### config.mk
export PLATFORM = sky130hd
export DESIGN_NAME = hdmi_out_sequencer
export DESIGN_NICKNAME = d
export VERILOG_FILES = /design/src/rtl/hdmi_out_sequencer.sv
export SDC_FILE = /design/constraint.sdc
export NUM_CORES = 1
export LEC_CHECK = 0
export BUFFER_PORTS_ARGS = -buffer_cell sky130_fd_sc_hd__buf_2
export CORE_MARGIN = 1
export CORE_UTILIZATION = 30
export CTS_CLUSTER_SIZE = 30
export DETAILED_ROUTE_END_ITERATION = 10
export GPL_TIMING_DRIVEN = 1
export SYNTH_ARGS = -nofsm -noshare
export SYNTH_HDL_FRONTEND = slang
export SYNTH_SLANG_ARGS = --single-unit
### constraint.sdc
create_clock -name HDMI_CLK_w -period 2.23 [get_ports HDMI_CLK_w]
set_clock_uncertainty 0.1 [all_clocks]
set_input_delay 0.223 -clock HDMI_CLK_w [delete_from_list [all_inputs] [get_ports HDMI_CLK_w]]
set_output_delay 0.223 -clock HDMI_CLK_w [all_outputs]
set_load 0.01 [all_outputs]
### src/rtl/hdmi_out_sequencer.sv
// Output-side video sequencer for the ADV7513 path: waits for the transmitter to be
// configured, resyncs the scaler, mutes a few frames after lock, then passes video.
module hdmi_out_sequencer #(
  parameter int unsigned MUTE_FRAMES    = 2,
  parameter int unsigned RESYNC_CYCLES  = 16,
  parameter bit          VS_ACTIVE_HIGH = 1'b1
) (
  input  logic        HDMI_CLK_w,
  input  logic        HDMI_nRST_w,
  input  logic        cfg_done_i,
  input  logic [3:0]  target_res_i,
  input  logic        VSYNC_i,
  input  logic        HSYNC_i,
  input  logic        DE_i,
  input  logic [23:0] VD_i,
  output logic        VSYNC_o,
  output logic        HSYNC_o,
  output logic        DE_o,
  output logic [23:0] VD_o,
  output logic        scaler_nresync_o,
  output logic        video_active_o
);

  typedef enum logic [2:0] {
    OFF     = 3'd0,
    RESYNC  = 3'd1,
    WAIT_VS = 3'd2,
    MUTE    = 3'd3,
    RUN     = 3'd4
  } state_t;

  localparam logic [7:0] RCNT_INIT = 8'(RESYNC_CYCLES);
  localparam logic [3:0] FCNT_INIT = 4'(MUTE_FRAMES);

  state_t     state, state_d;
  logic [7:0] rcnt, rcnt_d;
  logic [3:0] fcnt, fcnt_d;
  logic [3:0] res_q, res_d;

  logic       cfg_meta, cfg_sync;
  logic [3:0] res_meta, res_sync, res_prev;
  logic       vs_r, vs_prev;

  logic frame_edge, res_change, pass_sync, pass_data;

  always_ff @(posedge HDMI_CLK_w or negedge HDMI_nRST_w) begin
    if (!HDMI_nRST_w) begin
      cfg_meta <= 1'b0;
      cfg_sync <= 1'b0;
      res_meta <= '0;
      res_sync <= '0;
      res_prev <= '0;
      vs_r     <= 1'b0;
      vs_prev  <= 1'b0;
    end else begin
      cfg_meta <= cfg_done_i;
      cfg_sync <= cfg_meta;
      res_meta <= target_res_i;
      res_sync <= res_meta;
      res_prev <= res_sync;
      vs_r     <= VSYNC_i;
      vs_prev  <= vs_r;
    end
  end

  assign frame_edge = (vs_r == VS_ACTIVE_HIGH) && (vs_prev != VS_ACTIVE_HIGH);
  // A new code must survive two synchronized samples so a torn multi-bit capture is ignored.
  assign res_change = (res_sync == res_prev) && (res_sync != res_q);

  always_ff @(posedge HDMI_CLK_w or negedge HDMI_nRST_w) begin
    if (!HDMI_nRST_w) begin
      state <= OFF;
      rcnt  <= '0;
      fcnt  <= '0;
      res_q <= '0;
    end else begin
      state <= state_d;
      rcnt  <= rcnt_d;
      fcnt  <= fcnt_d;
      res_q <= res_d;
    end
  end

  always_comb begin
    state_d = state;
    rcnt_d  = rcnt;
    fcnt_d  = fcnt;
    res_d   = res_q;
    if (!cfg_sync) begin
      state_d = OFF;
    end else if (state == OFF) begin
      state_d = RESYNC;
      rcnt_d  = RCNT_INIT;
      res_d   = res_sync;
    end else if (res_change && (state inside {RESYNC, WAIT_VS, MUTE, RUN})) begin
      state_d = RESYNC;
      rcnt_d  = RCNT_INIT;
      res_d   = res_sync;
    end else begin
      case (state)
        RESYNC: begin
          if (rcnt != 8'd0) rcnt_d = rcnt - 8'd1;
          if (rcnt <= 8'd1) state_d = WAIT_VS;
        end
        WAIT_VS: begin
          if (frame_edge) begin
            if (FCNT_INIT == 4'd0) begin
              state_d = RUN;
            end else begin
              state_d = MUTE;
              fcnt_d  = FCNT_INIT;
            end
          end
        end
        MUTE: begin
          if (frame_edge) begin
            if (fcnt != 4'd0) fcnt_d = fcnt - 4'd1;
            if (fcnt <= 4'd1) state_d = RUN;
          end
        end
        RUN:     state_d = RUN;
        default: state_d = OFF;
      endcase
    end
  end

  // Gating follows the next state so outputs and video_active switch on the state-entry clock.
  assign pass_sync = state_d inside {WAIT_VS, MUTE, RUN};
  assign pass_data = (state_d == RUN);

  always_ff @(posedge HDMI_CLK_w or negedge HDMI_nRST_w) begin
    if (!HDMI_nRST_w) begin
      VSYNC_o          <= 1'b0;
      HSYNC_o          <= 1'b0;
      DE_o             <= 1'b0;
      VD_o             <= '0;
      scaler_nresync_o <= 1'b0;
      video_active_o   <= 1'b0;
    end else begin
      VSYNC_o          <= pass_sync & VSYNC_i;
      HSYNC_o          <= pass_sync & HSYNC_i;
      DE_o             <= pass_data & DE_i;
      VD_o             <= pass_data ? VD_i : 24'h0;
      scaler_nresync_o <= pass_sync;
      video_active_o   <= pass_data;
    end
  end

endmodule

## Word level (Yosys, flattened, before mapping)

Cells that the tools add are included.

| storage, ports and cells | value |
|---|---|
| flip-flop bits (word level) | 64 |
| word-level logic and storage cells | 73 |
| input bits | 34 |

| operators by class | value |
|---|---|
| eq/ne operators | 12 |
| bitwise gates (word level) | 6 |
| reductions and logical operators | 15 |
| magnitude comparators | 2 |
| $add $sub $neg | 2 |
| mux-type cells | 19 |

Operators with widths:

| operator | number |
|---|---|
| 2-to-1 mux 8 bit | 4 |
| 2-to-1 mux 24 bit | 1 |
| 2-to-1 mux 3 bit | 7 |
| 2-to-1 mux 4 bit | 5 |
| == test 3 x 2 -> 1 bit (second input constant) | 4 |
| case mux 3 bit (4 select lines) | 1 |
| nonzero test 3 bit | 3 |
| <= comparator 8 x 1 -> 1 bit (second input constant) | 1 |
| case mux 4 bit (2 select lines) | 1 |
| nonzero test 4 bit | 2 |
| nonzero test 8 bit | 1 |
| subtractor 8 x 1 -> 8 bit (second input constant) | 1 |
| AND reduction 7 bit | 1 |
| == test 3 bit (second input constant) | 2 |
| == test 4 bit | 1 |
| <= comparator 4 x 1 -> 1 bit (second input constant) | 1 |
| != test 2 bit (second input constant) | 2 |
| != test 4 bit | 1 |
| nonzero test 2 bit | 2 |
| subtractor 4 x 1 -> 4 bit (second input constant) | 1 |
| AND 1 bit | 3 |
| == test 3 x 1 -> 1 bit (second input constant) | 1 |
| logical AND 1 bit | 3 |
| logical NOT 3 bit | 1 |
| other kinds (4) | 6 |

## Logic depth before layout (Yosys ltp)

Gate-level depths: netlist (run 1).

| depth | value |
|---|---|
| depth after elaboration | 10 |
| depth in mapped cells | 7 |
| depth with buffers taken out | 7 |

## Worst setup path after synthesis (run 1)

OpenSTA, ideal clock, no wires.

| path | value |
|---|---|
| kind | flip-flop to flip-flop |
| from | reg state[2] |
| to | reg res_q[0] |
| arrival | 1.652 ns |
| required time | 2.005 ns |
| stages on the path, launching flop included | 7 |
| library setup time | 0.125 ns |
| period minus slack after synthesis | 1.877 ns |
| path slack | 0.353 ns |
| cells stage by stage | dfrtp_1 buf_2 or3_1 nand4_2 nor3_4 a21oi_4 mux2_2 |

| on the way | value |
|---|---|
| word-level cells in the longest chain between the ends | 5 |
| elaborated cells on any way between the ends | 10 |

Ends and longest elaborated chain:

| item | line | text |
|---|---|---|
| from (decl) | 35 | `state_t state, state_d;` |
| from (signal assigned) | 77 | `state <= state_d;` |
| == test 3 x 1 -> 1 bit, or another cell as far along | 95 | `end else if (res_change && (state inside {RESYNC, WAIT_VS, MUTE, RUN})) begin` |
| nonzero test 4 bit | 95 |  |
| logical AND 1 bit | 95 |  |
| nonzero test 2 bit (no line) | -- |  |
| AND reduction 2 bit (no line) | -- |  |
| to (signal assigned) | 80 | `res_q <= res_d;` |
| to (decl) | 38 | `logic [3:0] res_q, res_d;` |

Parallel ways exist; a longest one is shown, timed or not.
A chain may end at the register's enable or synchronous reset.

## Final worst setup path (run 1)

| path | value |
|---|---|
| from | reg res_sync[2] |
| to | reg res_q[2] |

| on the way | value |
|---|---|
| word-level cells in the longest chain between the ends | 5 |
| elaborated cells on any way between the ends | 8 |

Ends and longest elaborated chain:

| item | line | text |
|---|---|---|
| from (decl) | 41 | `logic [3:0] res_meta, res_sync, res_prev;` |
| from (signal assigned) | 59 | `res_sync <= res_meta;` |
| == test 4 bit or != test 4 bit (tied branches) | 68 | `assign res_change = (res_sync == res_prev) && (res_sync != res_q);` |
| logical AND 1 bit | 68 |  |
| logical AND 1 bit | 95 |  |
| nonzero test 2 bit (no line) | -- |  |
| AND reduction 2 bit (no line) | -- |  |

Parallel ways exist; a longest one is shown, timed or not. The select of a mux whose other input is x is not followed.

==> results of run 1 <==
==> area by class of cell <==
type	instances	area [sq um]
Fill cell	780	4570
Sequential cell	64	1600
Multi-Input combinational cell	129	951
Timing Repair Buffer	104	721
Clock buffer	10	138
Tap cell	105	131
Clock inverter	6	115
Inverter	7	26.3
==> flip-flops by register name (all words and copies together) (netlist names) <==
name	flops
res_prev	4
VSYNC_o	1
vs_prev	1
VD_o	24
fcnt	4
cfg_sync	1
HSYNC_o	1
DE_o	1
res_q	4
scaler_nresync_o	1
cfg_meta	1
vs_r	1
res_sync	4
video_active_o	1
res_meta	4
state	3
rcnt	8
==> how the worst min path moves through the flow <==
stage,end,slack (ns)
finish,res_sync[1],0.24
global route,res_sync[1],0.25
CTS,res_sync[1],0.25
detailed placement,res_meta[3],0.23
global placement,res_prev[2],0.22
floorplan,DE_o,-0.17
==> report_power, final <==
group / total, mW / internal, mW / switching (mW)
clock network: 1.24 / 0.779 / 0.464
registers: 1.37 / 1.27 / 0.108
logic: 0.559 / 0.273 / 0.286
total: 3.17 / 2.32 / 0.857
==> cell families after synthesis <==
group,after synthesis
adder cells (fa/ha/maj),5
AO/OA/AOI/OAI,26
multiplexers,5
XOR/XNOR,11
AND/OR/NAND/NOR,81
buffers and inverters,12
flip-flops,64
==> placed cells by master, fill, tap and decap left out, types with 3 or more instances in the layout <==
master	n
nor2b_1	4
xor2_1	4
bufinv_16	3
or3_1	3
buf_4	8
inv_1	7
nor4_1	4
xnor2_1	7
nor3_4	3
nand3_1	4
buf_2	62
nor3_1	4
o21ai_0	3
nor2_1	8
clkbuf_8	10
mux2_2	5
dfrtp_1	64
dlygate4sd3_1	33
and2_1	29
nand2_1	13
a21oi_1	5
ha_1	5
==> Yosys cell counts, types with 3 or more instances <==
library cell / n
nor3_1: 4
nor4_1: 4
inv_1: 7
buf_2: 4
nor2b_1: 4
and2_1: 29
nand3_1: 4
nand2_1: 13
xor2_1: 4
or3_1: 3
ha_1: 5
dfrtp_1: 64
nor2_1: 8
o21ai_0: 3
xnor2_1: 7
a21oi_1: 5
mux2_2: 5
==> metrics by stage <==
step	std cells	utilization (%)	TNS (ns)	hold WS (ns)	cell area, sq um
5_1_grt	425	44.6	0	0.247	3680
4_1_cts	424	44.3	0	0.246	3660
3_3_place_gp	374	37.1	0	0.223	3060
3_5_place_dp	374	37.1	-0.256	0.232	3060
6_report	425	44.6	0	0.243	3680
2_1_floorplan	204	-	0	-0.173	2580
==> layer usage <==
layer	up-vias	GRT usage, %
li1	925	-
met1	905	15.9
met3	10	4.67
met5	-	0
met2	59	22.1
met4	0	5.81
==> worst max-delay path: stages, from the launching register on <==
cell and delay, ns:
dfrtp_1 0.42, xor2_1 0.20, nor4_4 0.35, nor3_4 0.14, buf_4 0.18, a21oi_4 0.23, mux2_2 0.36
==> what timing repair did <==
| action | CTS | global route |
|---|---|---|
| setup endpoints to repair | 25 | 31 |
| pin swaps | 1 | 2 |
| hold buffers | 33 | 0 |
| buffers inserted | 0 | 1 |
| gates resized for setup | 1 | 2 |
| gates cloned | 1 | 0 |
| endpoints found under the hold margin | 62 | 0 |
==> flow_summary.json, run 1 <==
{
  "outcome": "finished clean",
  "rsz0062_at_grt": "no",
  "clock.fmax_ghz": 0.476,
  "antenna_left": 0,
  "ff2ff_setup_slack_ns": 0.13,
  "grt_start_max_net_pins": 33,
  "startpoint_type": "register",
  "setup_viol": 0,
  "ir_worst_vdd_mv": 0.656,
  "cp-end-kind": "register",
  "rr_endpoint": "res_q[2]",
  "routed_wl_mm": 5.32,
  "die_area_sq_um": 8960,
  "first_iter_violations": 100,
  "fin_crit_ns": 2.10,
  "insertion_delay_ns": 0.34,
  "wl_met2_mm": 2.60,
  "wl_met1_mm": 2.32,
  "synth_enable_flop_cells": 0,
  "crit_end": "res_q[2]",
  "finalCritPeriodShare_pct": 94.2,
  "grt_pass1_wl_mm": 9.06,
  "drive_gt1_share_pct": 32.5,
  "cts_max_level": 3,
  "via_per_inst": 4.47,
  "synth_cell_types": 43,
  "ys_seq_area_share_pct": 62.2,
  "synth.top_cell.area_share_pct": 62.2,
  "yosys-mux-area-fraction_pct": 2.19,
  "area_growth_pct": 43.0,
  "fp.dieH_microns": 94.7,
  "numCtsBuffers": 9,
  "worstSetupPathType": "reg -> reg",
  "vias": 1899,
  "synth-simple-area-share_pct": 19.8,
  "holdPathStages": 0,
  "pwr_density_cell_nw_per_um2": 862,
  "worstPathRequired_ns": 2.35,
  "p_total_mw": 3.17,
  "grt_pass1_vias": 2022,
  "maxSlewViolCount": 0,
  "nNetsFinal": 354,
  "synth_fa_ha_area_share_pct": 2.43,
  "synth_top_cell_by_area": "dfrtp_1",
  "cts_buffer_depth": 2,
  "diodes": 0,
  "fin_ws_ns": 0.129,
  "cts_tree": "yes",
  "path_clk_slew_ns": 0.07,
  "overflow": 0,
  "io_buffers": 62,
  "startpoint": "res_sync[2]",
  "drc": 0,
  "path_max_fanout": 9,
  "avgSynthCellArea_sq_um": 12.6,
  "hp-class": "reg -> reg",
  "syn_inst": 204,
  "root_buffer": "clkbuf_8",
  "synth_top_family_by_area": "simple AND/OR/NAND/NOR gates",
  "finalHoldViolCount": 0,
  "synthTopCellsByArea": "dfrtp_1, and2_1, ha_1",
  "core_sq_um": 8260,
  "wl_per_cell_microns": 12.5,
  "drtPass1Iterations": 4,
  "die_w_microns": 94.7,
  "routed-wl-met3_microns": 303,
  "rr_startpoint": "res_sync[2]",
  "cap_violations": 0,
  "highest_layer": "met4",
  "syn_area_sq_um": 2580,
  "io_pins": 63,
  "worst_slew_pin_slew_ns": 0.726,
  "hp-start": "res_meta[1]",
  "synth-xor-area-share_pct": 3.74,
  "synth_compound_area_share_pct": 7.63,
  "worstRegToRegCells": 6,
  "cts.sinks": 64,
  "grt_antenna_before_repair": 0,
  "slew_headroom_pct": 51.6,
  "start_util_pct": 31.2,
  "cp.arrival_ns": 2.22,
  "ys_seq_elements": 64,
  "async_reset_ff_share_pct": 100,
  "globalplace.congestion": 0.874,
  "yosys_most_used_dff": "dfrtp_1",
  "hpwl_mm": 3.57,
  "syn_nets": 243,
  "post-place-ws_ns": -0.0285,
  "num_rows": 33,
  "power.leakage_nw": 1.77,
  "yosys_warnings": 0,
  "grt_usage_pct": 13.5
}
No activity file was read; power rests on OpenSTA's default activity.
==> run 2, diff against run 1 <==
--- a/config.mk
+++ b/config.mk
@@ -11,6 +11,7 @@
 export CTS_CLUSTER_SIZE = 30
 export DETAILED_ROUTE_END_ITERATION = 10
 export GPL_TIMING_DRIVEN = 1
+export RECOVER_POWER = 50
 export SYNTH_ARGS = -nofsm -noshare
 export SYNTH_HDL_FRONTEND = slang
 export SYNTH_SLANG_ARGS = --single-unit
==> constraint.sdc (replaced) <==
create_clock -name HDMI_CLK_w -period 1.74 [get_ports HDMI_CLK_w]
set_clock_uncertainty 0.1 [all_clocks]
set_input_delay 0.174 -clock HDMI_CLK_w [delete_from_list [all_inputs] [get_ports HDMI_CLK_w]]
set_output_delay 0.174 -clock HDMI_CLK_w [all_outputs]
set_load 0.01 [all_outputs]
==> run 2 against run 1 <==
The flow now finishes with violations (negative setup slack). Core utilization is 8.2 points higher. Maximum frequency rose by 7.7%. Global-route usage increased by 1.6 points. Non-clock buffer count rose by 44. Highest routed layer unchanged.
==> flow_summary.json, run 2 (same netlist as run 1, synthesis figures left out) <==
{
  "largest_reg_flops": 24,
  "drtPass1Iterations": 4,
  "first_iter_violations": 111,
  "post-place-ws_ns": -0.402,
  "maxSlewViolCount": 0,
  "cts_tree": "yes",
  "drc": 0,
  "insertion_delay_ns": 0.34,
  "worstSetupPathType": "reg -> reg",
  "num_rows": 33,
  "cp-end-kind": "register",
  "hpwl_mm": 3.47,
  "cts_buffer_depth": 2,
  "via_per_inst": 4.43,
  "rsz0062_at_grt": "yes",
  "power.leakage_nw": 2.08,
  "path_clk_slew_ns": 0.07,
  "slew_headroom_pct": 42.8,
  "critical-path-top-delay-family": "simple AND/OR/NAND/NOR gates",
  "slowest_stage": "dfrtp_2",
  "worst_slew_pin_slew_ns": 0.858,
  "finalSetupTns_ns": -5.61,
  "final_common_cell": "buf_2",
  "die_area_sq_um": 8960,
  "outcome": "finished with violations",
  "cap_violations": 0,
  "fp.dieH_microns": 94.7,
  "overflow": 0,
  "ir_worst_vdd_mv": 0.593,
  "grt_antenna_before_repair": 0,
  "holdPathEnd": "res_sync[1]",
  "reg_top3": "VD_o (24), rcnt (8)",
  "cts_max_level": 3,
  "rr_endpoint": "rcnt[0]",
  "crit_top_cell": "buf_6",
  "worstPathRequired_ns": 1.87,
  "regMostFlops": "VD_o",
  "violations": "negative setup slack",
  "rr_startpoint": "res_sync[1]",
  "seqPwrFrac_pct": 39.1,
  "start_util_pct": 31.2,
  "path_cells": "buf_6 > xnor2_4 > nand4_4 > nor3_4 > buf_6 > buf_6 > nor4_2 > a31o_2",
  "worstRegToRegCells": 8,
  "startpoint_type": "register",
  "cp.arrival_ns": 2.08,
  "vias": 2081,
  "numCtsBuffers": 9,
  "hp-class": "reg -> reg",
  "setup_viol": 44,
  "final_util_pct": 52.8,
  "area_growth_pct": 69.3,
  "nNetsFinal": 399,
  "grt_start_max_net_pins": 65,
  "fin_ws_ns": -0.212,
  "die_w_microns": 94.7,
  "grt_usage_pct": 15.0,
  "clock_power_share_pct": 36.0,
  "p_sw_mw": 1.24,
  "crit_path_max_incr_delay_ns": 0.44,
  "grt_pass1_vias": 2159,
  "switching_share_pct": 28.0,
  "root_buffer": "clkbuf_8",
  "globalplace.congestion": 0.795,
  "antenna_left": 0,
  "diodes": 0,
  "finalHoldViolCount": 0,
  "internal-power_mw": 3.21,
  "core_sq_um": 8260,
  "placed_area_sq_um": 3380,
  "fin_crit_ns": 1.95,
  "stdcell_area_sq_um": 4360,
  "mostFrequentLayoutCells": "buf_2, dfrtp_1, buf_4, dlygate4sd3_1, and2_4",
  "cts.sinks": 64,
  "pwr_density_cell_nw_per_um2": 1020,
  "wl_per_cell_microns": 13.3,
  "hp-start": "res_meta[1]",
  "holdPathStages": 0,
  "io_pins": 63,
  "path_max_fanout": 6,
  "ff2ff_setup_slack_ns": -0.21,
  "fill_cells": 732,
  "comb_power_share_pct": 24.9,
  "crit_buf_inv": 3,
  "grt_pass1_wl_mm": 10.1,
  "routed_wl_mm": 6.24,
  "drive_gt1_share_pct": 55.6,
  "clock.fmax_ghz": 0.512,
  "finalCritPeriodShare_pct": 112,
  "io_buffers": 62
}
run 2: cell count changes in the layout (fill, tap and decap cells not counted), sizes merged:
cell | previous run | this run
buf | 71 | 113
clkbuf | 10 | 12
nor3 | 7 | 8
run 2: final cells by class:
| class | instances | area (sq um) | area share [%] |
|---|---|---|---|
| clock inverter | 6 | 115 | 2.64 |
| clock buffer | 10 | 138 | 3.16 |
| inverter | 7 | 26.3 | 0.603 |
| sequential | 64 | 1610 | 36.8 |
| tap | 105 | 131 | 3.01 |
| timing repair buffer | 148 | 1120 | 25.6 |
| multi-input combinational | 130 | 1230 | 28.1 |
run 2: worst max path at each step:
stage,startpoint,endpoint,cells after the start
2_1_floorplan,state[1],res_q[2],6
3_3_place_gp,fcnt[1],VD_o[8],6
3_5_place_dp,res_sync[2],VD_o[21],5
4_1_cts,res_sync[1],rcnt[0],7
5_1_grt,res_sync[1],rcnt[0],8
6_report,res_sync[1],rcnt[0],8
run 2: per-layer routing:
layer	routed length [microns]	GRT usage, %	up-vias
li1	-	-	1006
met1	2670	17.6	1022
met2	3260	25.8	43
met3	229	5.07	10
met4	82	4.92	0
met5	0	0	-
run 2: per-stage QoR:
step	total power, mW	instances	hold WS, ns
floorplan	2.26	204	-0.222
global placement	2.62	407	0.114
detailed placement	2.64	407	0.115
CTS	4.36	467	0.259
global route	4.70	470	0.265
finish	4.45	470	0.255
run 2: repair_timing:
| item | in CTS | in global routing |
|---|---|---|
| setup buffers | 10 | 4 |
| cloned | 2 | 0 |
| hold buffers | 33 | 0 |
| hold endpoints to repair | 97 | 0 |
| setup endpoints to repair | 45 | 48 |
| pin swaps | 21 | 21 |
| resized for setup | 24 | 46 |
run 2: worst reg2reg max path: stages, from the launching register on:
cell	delay, ns
dfrtp_2	0.44
buf_6	0.13
xnor2_4	0.16
nand4_4	0.12
nor3_4	0.33
buf_6	0.19
buf_6	0.10
nor4_2	0.04
a31o_2	0.24
run 2: power groups by stage:
| stage | logic [mW] | clock network [mW] | registers (mW) |
|---|---|---|---|
| 3_3_place_gp | 0.877 | 0 | 1.75 |
| 3_5_place_dp | 0.889 | 0 | 1.75 |
| 5_1_grt | 1.22 | 1.72 | 1.76 |
| 4_1_cts | 0.986 | 1.64 | 1.73 |
| 2_1_floorplan | 0.505 | 0 | 1.76 |
| 6_report | 1.11 | 1.60 | 1.74 |
